$ cat src/rtl/fib_index_if.sv
// Start/done handshake bundle for the inverse-Fibonacci search unit.
interface fib_index_if;
  logic        start;
  logic [15:0] value;
  logic        busy;
  logic        done;
  logic        found;
  logic [4:0]  index;

  modport master (output start, value, input busy, done, found, index);
  modport slave  (input start, value, output busy, done, found, index);
endinterface

$ cat src/rtl/fib_index.sv
// Inverse Fibonacci: walks f(k) upward from f(0) until it meets or passes the
// latched target, reporting the first such k and whether it was an exact hit.
module fib_index (
  input  logic        clk,
  input  logic        reset,
  fib_index_if.slave  bus
);

  typedef enum logic {S_IDLE, S_SEARCH} state_e;

  state_e      state_q, state_d;
  logic [15:0] tgt_q, tgt_d;
  logic [16:0] a_q, a_d;
  logic [16:0] b_q, b_d;
  logic [4:0]  k_q, k_d;
  logic        busy_q, busy_d;
  logic        done_q, done_d;
  logic        found_q, found_d;
  logic [4:0]  index_q, index_d;

  logic [16:0] tgt_ext;
  logic        hit, past;

  assign tgt_ext = {1'b0, tgt_q};
  assign hit     = (a_q == tgt_ext);
  assign past    = (a_q > tgt_ext);

  always_ff @(posedge clk or posedge reset) begin
    if (reset) begin
      state_q <= S_IDLE;
      tgt_q   <= '0;
      a_q     <= '0;
      b_q     <= '0;
      k_q     <= '0;
      busy_q  <= 1'b0;
      done_q  <= 1'b0;
      found_q <= 1'b0;
      index_q <= '0;
    end else begin
      state_q <= state_d;
      tgt_q   <= tgt_d;
      a_q     <= a_d;
      b_q     <= b_d;
      k_q     <= k_d;
      busy_q  <= busy_d;
      done_q  <= done_d;
      found_q <= found_d;
      index_q <= index_d;
    end
  end

  always_comb begin
    state_d = state_q;
    case (state_q)
      S_IDLE:   if (bus.start) state_d = S_SEARCH;
      S_SEARCH: if (hit || past) state_d = S_IDLE;
      default:  state_d = S_IDLE;
    endcase
  end

  // f(25) exceeds any 16-bit target, so k stops at 25 and a+b stays in 17 bits.
  always_comb begin
    tgt_d   = tgt_q;
    a_d     = a_q;
    b_d     = b_q;
    k_d     = k_q;
    busy_d  = busy_q;
    done_d  = 1'b0;
    found_d = found_q;
    index_d = index_q;
    case (state_q)
      S_IDLE: begin
        if (bus.start) begin
          tgt_d  = bus.value;
          a_d    = 17'd0;
          b_d    = 17'd1;
          k_d    = 5'd0;
          busy_d = 1'b1;
        end
      end
      S_SEARCH: begin
        if (hit || past) begin
          found_d = hit;
          index_d = k_q;
          done_d  = 1'b1;
          busy_d  = 1'b0;
        end else begin
          a_d = b_q;
          b_d = a_q + b_q;
          k_d = k_q + 5'd1;
        end
      end
      default: busy_d = 1'b0;
    endcase
  end

  assign bus.busy  = busy_q;
  assign bus.done  = done_q;
  assign bus.found = found_q;
  assign bus.index = index_q;

endmodule

$ cat src/flat_wrapper.sv
// flat-port wrapper written by rule: the top's interface ports become plain ports
module fib_index_flat 
  (clk, reset, bus_start, bus_value, bus_busy, bus_done, bus_found, bus_index);
  fib_index_if bus_i ();
  input  logic clk;
  input  logic reset;
  input wire logic [$bits(bus_i.start)-1:0] bus_start;
  input wire logic [$bits(bus_i.value)-1:0] bus_value;
  output wire logic [$bits(bus_i.busy)-1:0] bus_busy;
  output wire logic [$bits(bus_i.done)-1:0] bus_done;
  output wire logic [$bits(bus_i.found)-1:0] bus_found;
  output wire logic [$bits(bus_i.index)-1:0] bus_index;
  assign bus_i.start = bus_start;
  assign bus_i.value = bus_value;
  assign bus_busy = bus_i.busy;
  assign bus_done = bus_i.done;
  assign bus_found = bus_i.found;
  assign bus_index = bus_i.index;
  fib_index u_core (.clk(clk), .reset(reset), .bus(bus_i));
endmodule
$ cat config.mk
export PLATFORM = sky130hd
export DESIGN_NAME = fib_index_flat
export DESIGN_NICKNAME = d
export VERILOG_FILES = /design/src/rtl/fib_index_if.sv /design/src/rtl/fib_index.sv /design/src/flat_wrapper.sv
export SDC_FILE = /design/constraint.sdc
export NUM_CORES = 1
export LEC_CHECK = 0
export ABC_AREA = 1
export CAP_MARGIN = 20
export CORE_ASPECT_RATIO = 1.5
export CORE_MARGIN = 5
export CORE_UTILIZATION = 64
export CTS_CLUSTER_SIZE = 40
export DETAILED_ROUTE_END_ITERATION = 7
export DONT_BUFFER_PORTS = 1
export GPL_ROUTABILITY_DRIVEN = 1
export GPL_TIMING_DRIVEN = 0
export PLACE_DENSITY = 0.88
export SLEW_MARGIN = 0
export SYNTH_ARGS = -nofsm -noshare
export SYNTH_HDL_FRONTEND = slang
export SYNTH_SLANG_ARGS = --single-unit
$ cat constraint.sdc
create_clock -name clk -period 2.35 [get_ports clk]
set_input_delay 0 -clock clk [delete_from_list [all_inputs] [get_ports clk]]
set_output_delay 0 -clock clk [all_outputs]
set_load 0.05 [all_outputs]
# Word level (Yosys, flattened, before mapping)
# Index checks and enable logic that the tools add are counted.
[word_totals] wordCells=39 in_bits=19 output_inout_bits=8 ff_bits=64
[classes] bitwise=1 n_mux=17 reduce_logical=5 order_cmp=1 add_sub_neg=2 eq_ne=4
[ops] op="2-to-1 mux 17 bit" n=4
[ops] op="case mux 17 bit (2 select lines)" n=2
[ops] op="adder 17 bit" n=1
[ops] op="equality test 17 x 16 -> 1 bit" n=1
[ops] op="greater-than comparator 17 x 16 -> 1 bit" n=1
[ops] op="2-to-1 mux 5 bit" n=2
[ops] op="case mux 5 bit (2 select lines)" n=1
[ops] op="AND reduction 2 bit" n=4
[ops] op="2-to-1 mux 1 bit" n=6
[ops] op="inequality test 2 bit (second input constant)" n=3
[ops] op="adder 5 x 1 -> 5 bit (second input constant)" n=1
[ops] op="case mux 1 bit (2 select lines)" n=2
[ops] op="logical OR 1 bit" n=1
[ops] op="inverter 1 bit" n=1

# Depth between registers and ports, before layout
[logic_depth] word_depth=4 ltp_mapped=15

# Worst setup path before layout
# OpenSTA, ideal clock, no wires.
[synth_timing] kind="reg2reg" from="register u_core.a_q[4]" to="register u_core.a_q[1]" path_stages_with_launch=11 path_slack_ns=0.621 setup_time_ns=0.065 t_arrival_ns=1.664 t_required_ns=2.285 path_cell_list="dfrtp_1 -> ha_1 -> nand2_1 -> nor2_1 -> o211ai_1 -> nand4_2 -> inv_2 -> buf_6 -> buf_6 -> nand2_1 -> nand2_1"
[synth_via] elab_chain_cells=4 elab_cells_between_ends=5
[synth_lines] item="start, declared" line_no="fib_index.sv:13" rtl="logic [16:0] a_q, a_d;"
[synth_lines] item="start signal, assigned" line_no="fib_index.sv:32" rtl="a_q <= '0;"
[synth_lines] item="start signal, assigned" line_no="fib_index.sv:42" rtl="a_q <= a_d;"
[synth_lines] item="greater-than comparator 17 x 16 -> 1 bit or equality test 17 x 16 -> 1 bit (tied branches)" line_no="fib_index.sv:26, fib_index.sv:25"
[synth_lines] item="logical OR 1 bit *" line_no="fib_index.sv:82" rtl="if (hit || past) begin"
[synth_lines] item="inequality test 2 bit (no line) *"
[synth_lines] item="AND reduction 2 bit (no line) *"
# Every way passes the cells marked *; elsewhere a longest branch is shown, timed or not.
# A chain may end at the register's enable or synchronous reset.

# Worst setup path after layout
[layout_timing] from="register u_core.a_q[14]" to="register u_core.a_q[0]"
# Same word-level chain as after synthesis.

==> qor.yml <==
gp_congestion: 0.8726
drt_wl_total_um: 10810
max-vdd-ir-drop_uv: 677.2
worst_ep_arrival_time_ps: 2510
grt_start_max_net_pins: 46
synth_top_family_by_area: "simple AND/OR/NAND/NOR gates"
internal-power_mw: 3.433
synthCells: 539
detail-route-antenna-nets: 0
place_area_um2: 4076
synthAdderAreaFrac_pct: 10.92
die_height_um: 106.4
drcViolationCount: 0
syn_area_um2: 3964
synth_warnings: 0
dp_hpwl_um: 6983
hold_depth: 2
path_max_fanout: 10
powerDensity_nw_per_um2: 1452
post-place-ws_ps: 310.3
crit_slowest_cell: "dfrtp_1"
crit_required_ps: 2630
track_usage_pct: 30.62
final_layout_size_suffix_gt1_share_pct: 6.981
clkTransAtPathRegs_ps: 70
critical_path_class: "flop to flop"
syn_nets: 592
synth_mux_area_share_pct: 0.2841
fp.coreArea_um2: 6087
overflow: 0
cts-root-buf: "clkbuf_8"
port-buffer-count: 0
final_common_cell: "nand2_1"
yosys.area.top_type_share_pct: 40.40
worst_hold_path_type: "primary input to flop"
synth_compound_area_share_pct: 4.135
vias_per_cell: 5.788
synth_area_per_cell_um2: 7.354
cts_setup_buffers: 0
clockPowerShare_pct: 18.7
grt_pass1_wl_um: 18640
hold_path.startpoint: "bus_start"
final_max_slew_viol_count: 0
max_stage_delay_ps: 430
p_sw_share_pct: 47.50
grt_pass1_vias: 4012
relSlewSlack_pct: 57.91
cts_max_path_buffers: 2
die_w_um: 74.26
antenna-diode-count: 0
start_util_pct: 65.12
rows: 35
timing.rr.start: "u_core.a_q[14]$_DFFE_PP0P_"
max-cap-violations: 0
min_period_over_period_pct: 94.78
cts_tree: "built"
p_comb_share_pct: 49.7
fin_skew_ps: 8.031
reg2reg_depth: 12
start_kind: "flop"
antenna_found_initial: 0
final_area_um2: 4502
fin_ws_ps: 122.8
cts_made_buffers: 9
nFillCells: 431
layout.nets: 621
ys_ff_latch: 64
worst_pin_slew_ps: 631.3
holdPathEnd: "u_core.state_q$_DFF_PP0_"
status: "finished clean"
seq_area_frac_synth_pct: 40.40
path_cells: "ha_1 > nand2_1 > nand2_1 > nand2_1 > nand2_1 > a21oi_2 > nand4_2 > inv_2 > buf_6 > buf_6 > nand2_1 > nand2_1"
die_area_um2: 7900
tns_ps: 0
drt_iter0_drc: 480
yosysUniqueCellTypes: 28
wl_per_cell_um: 16.71
final_cell_mix: "193 x nand2_1, 74 x inv_1, 64 x dfrtp_1"
r2r_end: "u_core.a_q[0]$_DFFE_PP0P_"
yosys.area_share.simple_pct: 32.67
p_sw_mw: 3.105
synth_xor_area_share_pct: 2.210
yosysTopAreaCell: "dfrtp_1"
drt_first_pass_iters: 7
synthTopCellsByArea: "dfrtp_1 40%, nand2_1 18%, ha_1 10%"
endpoint_kind: "flop"
hold_violations: 0
setup_viol_count_final: 0
clock_latency_ps: 350
regToRegSetupSlack_ps: 120
ios: 27
seqPwrFrac_pct: 31.6
vias: 3745
area_growth_pct: 13.57
rsz0062_at_grt: "no"
path_common_cell: "nand2_1"
cts_sinks: 64
h-tree-depth: 3
fmax_mhz: 449.0
finalCriticalPeriod_ps: 2227
leakage_nw: 2.687
==> cell families (layout without fill, tap and decap cells) <==
| kind of cell | Yosys count | in the layout |
|---|---|---|
| compound gates | 31 | 31 |
| fa+ha+maj | 34 | 34 |
| xor+xnor | 10 | 10 |
| mux | 1 | 1 |
| flops | 64 | 64 |
| simple gates | 306 | 306 |
| buf+inv | 93 | 127 |
==> worst max path at each step <==
stage                                     startpoint                    endpoint  slack [ps]  depth (start not counted)
after CTS                  u_core.a_q[8]$_DFFE_PP0P_   u_core.k_q[4]$_DFFE_PP0P_         180                         11
after global placement                         reset  u_core.a_q[12]$_DFFE_PP0P_         170                          1
after global routing       u_core.a_q[8]$_DFFE_PP0P_   u_core.k_q[4]$_DFFE_PP0P_          10                         11
after floorplan            u_core.a_q[4]$_DFFE_PP0P_   u_core.a_q[1]$_DFFE_PP0P_         620                         10
after detailed placement   u_core.a_q[8]$_DFFE_PP0P_   u_core.k_q[2]$_DFFE_PP0P_         310                         11
final                     u_core.a_q[14]$_DFFE_PP0P_   u_core.a_q[0]$_DFFE_PP0P_         120                         12
==> area by class of cell <==
type / count / area [um^2] / share of cell area (%)
inverter: 78 / 292.8 / 6.504
timing repair buffer: 18 / 190.2 / 4.225
clock inverter: 6 / 115.1 / 2.557
multi-input combinational: 382 / 1993 / 44.27
clock buffer: 10 / 137.6 / 3.057
buffer: 15 / 78.83 / 1.751
tap: 74 / 92.59 / 2.057
sequential: 64 / 1602 / 35.58
==> repair_timing <==
action | CTS | global route
endpoints found under the setup margin | 0 | 1
hold buffers | 17 | 0
gates resized for setup | 0 | 1
endpoints found under the hold margin | 80 | 0
==> power by group through the flow <==
stage	registers [mW]	logic, mW	clock network [mW]
after floorplan	1.94	2.35	0
after global placement	2.03	2.87	0
after detailed placement	2.06	3.04	0
after CTS	2.04	3.17	1.22
after global routing	2.10	3.70	1.28
final	2.07	3.25	1.22
==> through the flow <==
stage / std cells / utilization (%) / power [mW] / hold slack, ps
3_5_place_dp: 614 / 66.97 / 5.100 / -87.12
6_report: 647 / 73.96 / 6.538 / 63.30
3_3_place_gp: 613 / 66.64 / 4.904 / 154.4
2_1_floorplan: 539 / - / 4.294 / 150.6
5_1_grt: 647 / 73.96 / 7.075 / 63.89
4_1_cts: 647 / 73.92 / 6.426 / 30.78
==> registers in the layout, indices dropped and copies added, names as in the netlist, 5 cells and up <==
| signal | count |
|---|---|
| u_core.b_q | 17 |
| u_core.a_q | 17 |
| u_core.bus.index | 5 |
| u_core.k_q | 5 |
| u_core.tgt_q | 16 |
==> synth_stat cells (all sizes together) <==
master	count
fa	1
buf	8
nand4	9
inv	78
mux2	1
and3	2
and2	1
nand3b	4
xnor2	3
nand2	195
ha	33
xor2	7
nor2	33
clkbuf	7
o211ai	1
nand3	57
a21oi	27
nor3	2
o21ai	2
or2	3
dfrtp	64
a21o	1
==> routing by layer <==
| metal | GRT usage, % | up-vias | wire length (um) |
|---|---|---|---|
| met5 | 0 | - | 0 |
| met4 | 17.05 | 0 | 591 |
| met3 | 7.379 | 61 | 701 |
| met2 | 51.52 | 174 | 5573 |
| met1 | 34.56 | 1768 | 3943 |
| li1 | - | 1742 | - |
==> worst max-delay path: cells and delay by family (launching register included) <==
kind | cells | cell delay, ps
adder cells (fa/ha/maj) | 1 | 360
buffers and inverters | 3 | 400
AO/OA/AOI/OAI | 1 | 260
AND/OR/NAND/NOR | 7 | 700
flip-flops | 1 | 430
No activity file was read; power rests on OpenSTA's default activity.
